--- config.mk ---
export PLATFORM = sky130hd
export DESIGN_NAME = score_bcd_ctrl
export DESIGN_NICKNAME = d
export VERILOG_FILES = /design/src/rtl/score_bcd_ctrl.sv
export SDC_FILE = /design/constraint.sdc
export NUM_CORES = 1
export LEC_CHECK = 0
export BUFFER_PORTS_ARGS = -buffer_cell sky130_fd_sc_hd__buf_2
export CAP_MARGIN = 40
export CORE_ASPECT_RATIO = 1.5
export CORE_MARGIN = 2
export CORE_UTILIZATION = 50
export CTS_CLUSTER_SIZE = 30
export DETAILED_ROUTE_END_ITERATION = 12
export GPL_TIMING_DRIVEN = 0
export PLACE_DENSITY = 0.74
export SYNTH_ARGS = -nofsm -noshare
export SYNTH_HDL_FRONTEND = slang
export SYNTH_SLANG_ARGS = --single-unit
--- constraint.sdc ---
create_clock -name clk -period 7.54 [get_ports clk]
set_input_delay 0.754 -clock clk [delete_from_list [all_inputs] [get_ports clk]]
set_output_delay 0.754 -clock clk [all_outputs]
set_load 0.02 [all_outputs]
--- src/rtl/score_bcd_ctrl.sv ---
// Saturating score register with a sequencer that drives an external binary-to-BCD
// converter and latches its digits for display. Optional macro: LEAD_ZERO_BLANK_EN.
module score_bcd_ctrl #(
  parameter int MAX_SCORE   = 9999,
  parameter int CONV_CYCLES = 14
) (
  input  logic        clk,
  input  logic        reset,
  input  logic        inc,
  input  logic [3:0]  inc_amt,
  input  logic        clr,
  output logic [13:0] score,
  output logic        conv_start,
  input  logic [3:0]  bcd3,
  input  logic [3:0]  bcd2,
  input  logic [3:0]  bcd1,
  input  logic [3:0]  bcd0,
  output logic [3:0]  disp3,
  output logic [3:0]  disp2,
  output logic [3:0]  disp1,
  output logic [3:0]  disp0,
  output logic        disp_valid,
  output logic        busy
);

  typedef enum logic [1:0] {IDLE, START, WAIT, LATCH} state_t;

  localparam logic [4:0]  CNT_LAST  = 5'(CONV_CYCLES + 1);
  localparam logic [14:0] SCORE_MAX = 15'(MAX_SCORE);

  state_t      state_q, state_d;
  logic [4:0]  cnt_q, cnt_d;
  logic [13:0] score_q, score_d;
  logic        pending_q, pending_d;
  logic [15:0] disp_q, disp_d;
  logic        disp_valid_q, disp_valid_d;

  // Sum is formed one bit wider than the score so the compare sees the true value.
  function automatic logic [13:0] sat_add(input logic [13:0] s, input logic [3:0] a);
    logic [14:0] sum;
    sum = {1'b0, s} + {11'b0, a};
    if (sum > SCORE_MAX) begin
      return SCORE_MAX[13:0];
    end
    return sum[13:0];
  endfunction

  function automatic logic [15:0] latch_digits(input logic [15:0] d);
    logic [15:0] r;
    r = d;
`ifdef LEAD_ZERO_BLANK_EN
    begin
      logic lead;
      lead = 1'b1;
      for (int i = 3; i >= 1; i--) begin
        if (lead && d[i*4 +: 4] == 4'd0) begin
          r[i*4 +: 4] = 4'hF;
        end else begin
          lead = 1'b0;
        end
      end
    end
`else
    r = d;
`endif
    return r;
  endfunction

  always_comb begin
    score_d = score_q;
    if (clr) begin
      score_d = '0;
    end else if (inc) begin
      score_d = sat_add(score_q, inc_amt);
    end
  end

  // State register.
  always_ff @(posedge clk or posedge reset) begin
    if (reset) begin
      state_q <= IDLE;
      cnt_q   <= '0;
    end else begin
      state_q <= state_d;
      cnt_q   <= cnt_d;
    end
  end

  always_comb begin
    state_d = state_q;
    cnt_d   = cnt_q;
    case (state_q)
      IDLE:    if (pending_q) state_d = START;
      START: begin
        state_d = WAIT;
        cnt_d   = '0;
      end
      WAIT: begin
        cnt_d = cnt_q + 5'd1;
        if (cnt_q == CNT_LAST) state_d = LATCH;
      end
      LATCH:   state_d = IDLE;
      default: state_d = IDLE;
    endcase
  end

  always_comb begin
    conv_start = (state_q == START);
    busy       = (state_q != IDLE);
  end

  // A new score change outranks the clear that happens on entry to START.
  always_comb begin
    pending_d = pending_q;
    if (state_q == IDLE && state_d == START) begin
      pending_d = 1'b0;
    end
    if (score_d != score_q) begin
      pending_d = 1'b1;
    end
  end

  always_comb begin
    disp_d       = disp_q;
    disp_valid_d = disp_valid_q;
    if (state_q == LATCH) begin
      disp_d       = latch_digits({bcd3, bcd2, bcd1, bcd0});
      disp_valid_d = 1'b1;
    end
  end

  always_ff @(posedge clk or posedge reset) begin
    if (reset) begin
      score_q      <= '0;
      pending_q    <= 1'b1;
      disp_q       <= '0;
      disp_valid_q <= 1'b0;
    end else begin
      score_q      <= score_d;
      pending_q    <= pending_d;
      disp_q       <= disp_d;
      disp_valid_q <= disp_valid_d;
    end
  end

  assign score      = score_q;
  assign disp3      = disp_q[15:12];
  assign disp2      = disp_q[11:8];
  assign disp1      = disp_q[7:4];
  assign disp0      = disp_q[3:0];
  assign disp_valid = disp_valid_q;

endmodule
# Word level (Yosys, flattened, before mapping)
# Cells that the tools add are included.
# op_classes
addsub,2
n_lt_le_gt_ge,1
eq_ne,6
n_mux,13
n_reduce_logical,5
# op_table
cell,n
$mux W14,4
$add A14 B4 Y15,1
$gt A15 B14 Y1 const B,1
$ne A14 B14 Y1,1
$pmux W5 S2,1
$pmux W2 S4,1
$reduce_bool A2 Y1,3
$add A5 B1 Y5 const B,1
$eq A5 B4 Y1 const B,1
$mux W1,5
$eq A2 B1 Y1 const B,2
$eq A2 B2 Y1 const B,2
$mux W2,2
$logic_not A2 Y1,1
$logic_and A1 B1 Y1,1
# totals
ff_bits,39
in_bits,24
out_inout_bits,33
elab_cells,33

# Longest topological paths before layout
# depth
ltp_word,10
depth_mapped,13
mapped_depth_nobuf,12

# Worst setup path before layout
# Ideal clock, no wire load.
# synth_timing
kind,input port to flip-flop
from,in inc_amt[0]
to,reg pending_q
setup_time_ns,0.098
arrival_ns,3.483
t_required_ns,7.442
setup_slack_ns,3.959
stages,13
n_path_buf,1
cell_sequence,ha_1 > inv_1 > fa_1 > and2b_2 > o221ai_2 > or4_1 > a21o_1 > nor4_4 > or2_1 > buf_4 > a311oi_1 > nor4_1 > o2111ai_1
# synth_via
elab_chain_cells,10
elab_cells_between_ends,11
cone_classes,add/sub: 1; order compare: 1; eq/ne: 1; mux: 7; reduce/logical: 1
# synth_lines
element,line,text
from (decl),10,"input logic [3:0] inc_amt,"
$add A14 B4 Y15 *,41,"sum = {1'b0, s} + {11'b0, a};"
$gt A15 B14 Y1,42,if (sum > SCORE_MAX) begin
$mux W1,42,
$mux W1,73,end else if (inc) begin
$mux W1,71,if (clr) begin
$mux W14 *,45,return sum[13:0];
$mux W14 *,73,
$mux W14 *,71,
$ne A14 B14 Y1 *,118,if (score_d != score_q) begin
$mux W1 or $reduce_bool A2 Y1 (tied branches),--,
to (signal assigned),140,pending_q <= pending_d;
to (decl),34,"logic pending_q, pending_d;"
# Every way passes the cells marked *; elsewhere a longest branch is shown, timed or not. The select of a mux whose other input is x is not followed.
# A chain may end at the register's enable or synchronous reset.

# Worst setup path in the final report
# Same ends and word-level chain as after synthesis.

==> key figures <==
Outcome
  – Status: finished, final reports clean

Detailed routing
  – Starting DRT DRC Count: 250
  – Residual DRC: 0
  – Via density: 6.21
  – Iteration count of the initial detailed-routing pass: 5
  – Avg WL per Cell: 16.4 microns
  – Final wirelength: 6740 microns
  – DR vias: 2552
  – Number of routed nets with antenna violations: 0

Worst setup path
  – CP startpoint: inc_amt[0]
  – Slowest CP cell: or4_1
  – Critical Path AT: slightly below 4 ns
  – Worst path required time: 7.74 ns
  – CP bufs+invs: 3
  – CP Capture Type: register
  – R2R Path Start: score[0]
  – Reg2Reg Depth: 13
  – Critical path depth: 14
  – Critical path, cell by cell: buf_2 -> ha_1 -> inv_1 -> fa_1 -> and2b_2 -> o221ai_2 -> or4_1 -> a21o_1 -> nor4_4 -> or2_1 -> buf_4 -> nor3_1 -> o31ai_1 -> o2111ai_1
  – Worst path max stage delay: about 0.48 ns
  – CP Max Fanout: 8
  – Crit path launch type: input pin
  – CP top delay family: simple AND/OR/NAND/NOR gates
  – Crit Path Class: input pin to register

Placement
  – Port Buf Inserts: 56
  – DP Cell Count: 403
  – GP Congestion: 0.923
  – Final HPWL DP: 5060 microns
  – DP Area: 2950 sq um

Global routing
  – Largest net degree at the start of global routing: 40
  – Initial antenna violation count: 0
  – Total track usage: 0.237
  – Gr ovfl total: 0
  – Vias in the first global route: 2298
  – First-pass GRT wire length: 11000 microns

Clock tree
  – CTS tree: done
  – Worst-skew pair later-pin latency: 0.29 ns
  – CTS clk-pin slew, worst paths: 0.08 ns
  – Hold buffer count at CTS: 0
  – Post-CTS Resized: 0
  – Total CTS buffers: 5
  – CTS Root Cell: clkbuf_8
  – Post-CTS setup buffers: 0
  – CTS H-tree depth: 2
  – Clock Sinks: 39
  – CTS Buffer Depth: 2

STA
  – Min cycle time layout: 3.77 ns
  – Max-slew headroom: 0.467
  – RSZ-0062 raised after global routing: no
  – Final hold vios: 0
  – Worst Max-Slew Pin Slew: 0.798 ns
  – Max Fclk: 265 MHz
  – Fin crit share: 0.500
  – Final Setup Violations: 0
  – Final max-slew violation count: 0
  – Setup TNS Final: 0 ns
  – Clock skew: 0.00724 ns

Finish
  – Fill count: 453
  – Area Overhead vs Synth: 18.5%
  – Final instance area: 3060 sq um
  – Final Non-Filler Cells: 411
  – Nets@finish: 377
  – Share of post-route cells with drive strength above 1: 0.292
  – Antenna diodes: 0

Min path
  – Worst hold path class: register to register
  – Hold Path Stages: 1
  – Hold wc startpoint: disp_valid

Pwr
  – Pleak: 1.39 nW
  – Maximum VDD drop: ~0.12 mV
  – Power density over the cells: 272 nW/um^2

Die
  – Initial core utilization: 0.512
  – Core area: 5040 sq um
  – Die Y: 92 microns
  – Die width: 62.7 microns
  – Row Count: 32
  – IO Pins: 57
  – DIE AREA: 5770 sq um

Yosys
  – Yosys top cell by area: dfrtp_1
  – Post-synth top cells: 38 x dfrtp_1, 21 x nor2_1, 19 x inv_1, 18 x nand2_1
  – Post-synthesis cell type count: 60
  – Dominant cells by area after synthesis: dfrtp_1 37%, mux2_2 7.0%, ha_1 4.8%
  – Ys Warns: 0
  – Post-synth EDFFs: 0
  – Mapped Cells: 279
  – Post-synth top area share: 0.368
  – Top_reg_cell synth: dfrtp_1
  – Sequential share of the synthesized area: 0.379
  – Async SR Flop Fraction: 1.00
  – Synth Cell Area: around 2600 sq um
  – Seq cells post-synth: 39
  – Most frequent cell after synthesis: dfrtp_1
  – Post-synth net total: around 310
  – Syn avg cell area: 9.25 sq um

Flow run
  – Max cap viols: 0
## state kept, by name, indices dropped and copies added (netlist names)
signal and flops:
state_q 2, disp_valid 1, pending_q 1, score 14, disp_q 16, cnt_q 5
## path summary, 6_finish.rpt
kind,endpoint,slack (ns)
max reg2reg,pending_q,3.79
min,disp_valid,0.48
max in group asynchronous,disp_q[1],6.43
max,pending_q,3.77
min reg2reg,disp_valid,0.48
min in group asynchronous,cnt_q[4],0.61
## final cells by class
| cell class | count | area (sq um) | share of cell area |
|---|---|---|---|
| inverters | 19 | 71.3 | 0.0233 |
| repair buffers | 56 | 280 | 0.0916 |
| flip-flops and latches | 39 | 977 | 0.319 |
| well taps | 68 | 85.1 | 0.0278 |
| clock buffers | 5 | 68.8 | 0.0225 |
| clock inverters | 3 | 43.8 | 0.0143 |
| plain buffers | 18 | 90.1 | 0.0294 |
| multi-input cells | 203 | 1440 | 0.472 |
## per-stage QoR
step,util,hold slack [ns],setup slack [ns],power (mW)
floorplan,-,0.520,3.96,0.553
global placement,0.584,0.448,3.50,0.645
detailed placement,0.584,0.469,3.51,0.659
CTS,0.606,0.492,3.81,0.833
global route,0.606,0.498,3.51,0.882
finish,0.606,0.483,3.77,0.831
## kinds of logic (layout without fill, tap and decap cells)
logic type | after synthesis | after routing | synth area share
simple gates | 88 | 88 | 0.185
compound gates | 82 | 82 | 0.224
flops | 39 | 39 | 0.379
buf+inv | 37 | 101 | 0.0625
mux | 20 | 20 | 0.0872
fa+ha+maj | 11 | 11 | 0.0562
xor+xnor | 2 | 2 | 0.00679
## layer usage
metal  vias to the layer above  GRT usage  routed length (microns)
li1                       1164          -                        -
met3                        38     0.0270                      515
met1                      1171      0.286                     2480
met2                       179      0.417                     3440
met4                         0      0.117                      304
met5                         -          0                        0
## power by group
| part | internal (mW) | switching (mW) |
|---|---|---|
| sequential | 0.268 | 0.0330 |
| clock | 0.0986 | 0.0773 |
| combinational | 0.148 | 0.206 |
| total | 0.515 | 0.316 |
## layout by cell type (no fill, tap or decap), drive strengths merged, types with 9 or more instances in the layout
master	instances
ha	10
inv	19
dfrtp	38
a311oi	9
clkbuf	16
buf	63
mux2	17
o21ai	16
nand3	12
nand2	18
a21oi	14
nor2	22
## worst register-to-register path, delay by kind of cell, from the launching register on
kind / cells / cell delay, ns
DFF: 1 / 0.46
adders and majority gates: 2 / 0.65
and+or+nand+nor: 5 / 1.35
buffers and inverters: 2 / 0.19
AOI/OAI and AO/OA: 4 / 0.98
No activity file was read; power rests on OpenSTA's default activity.
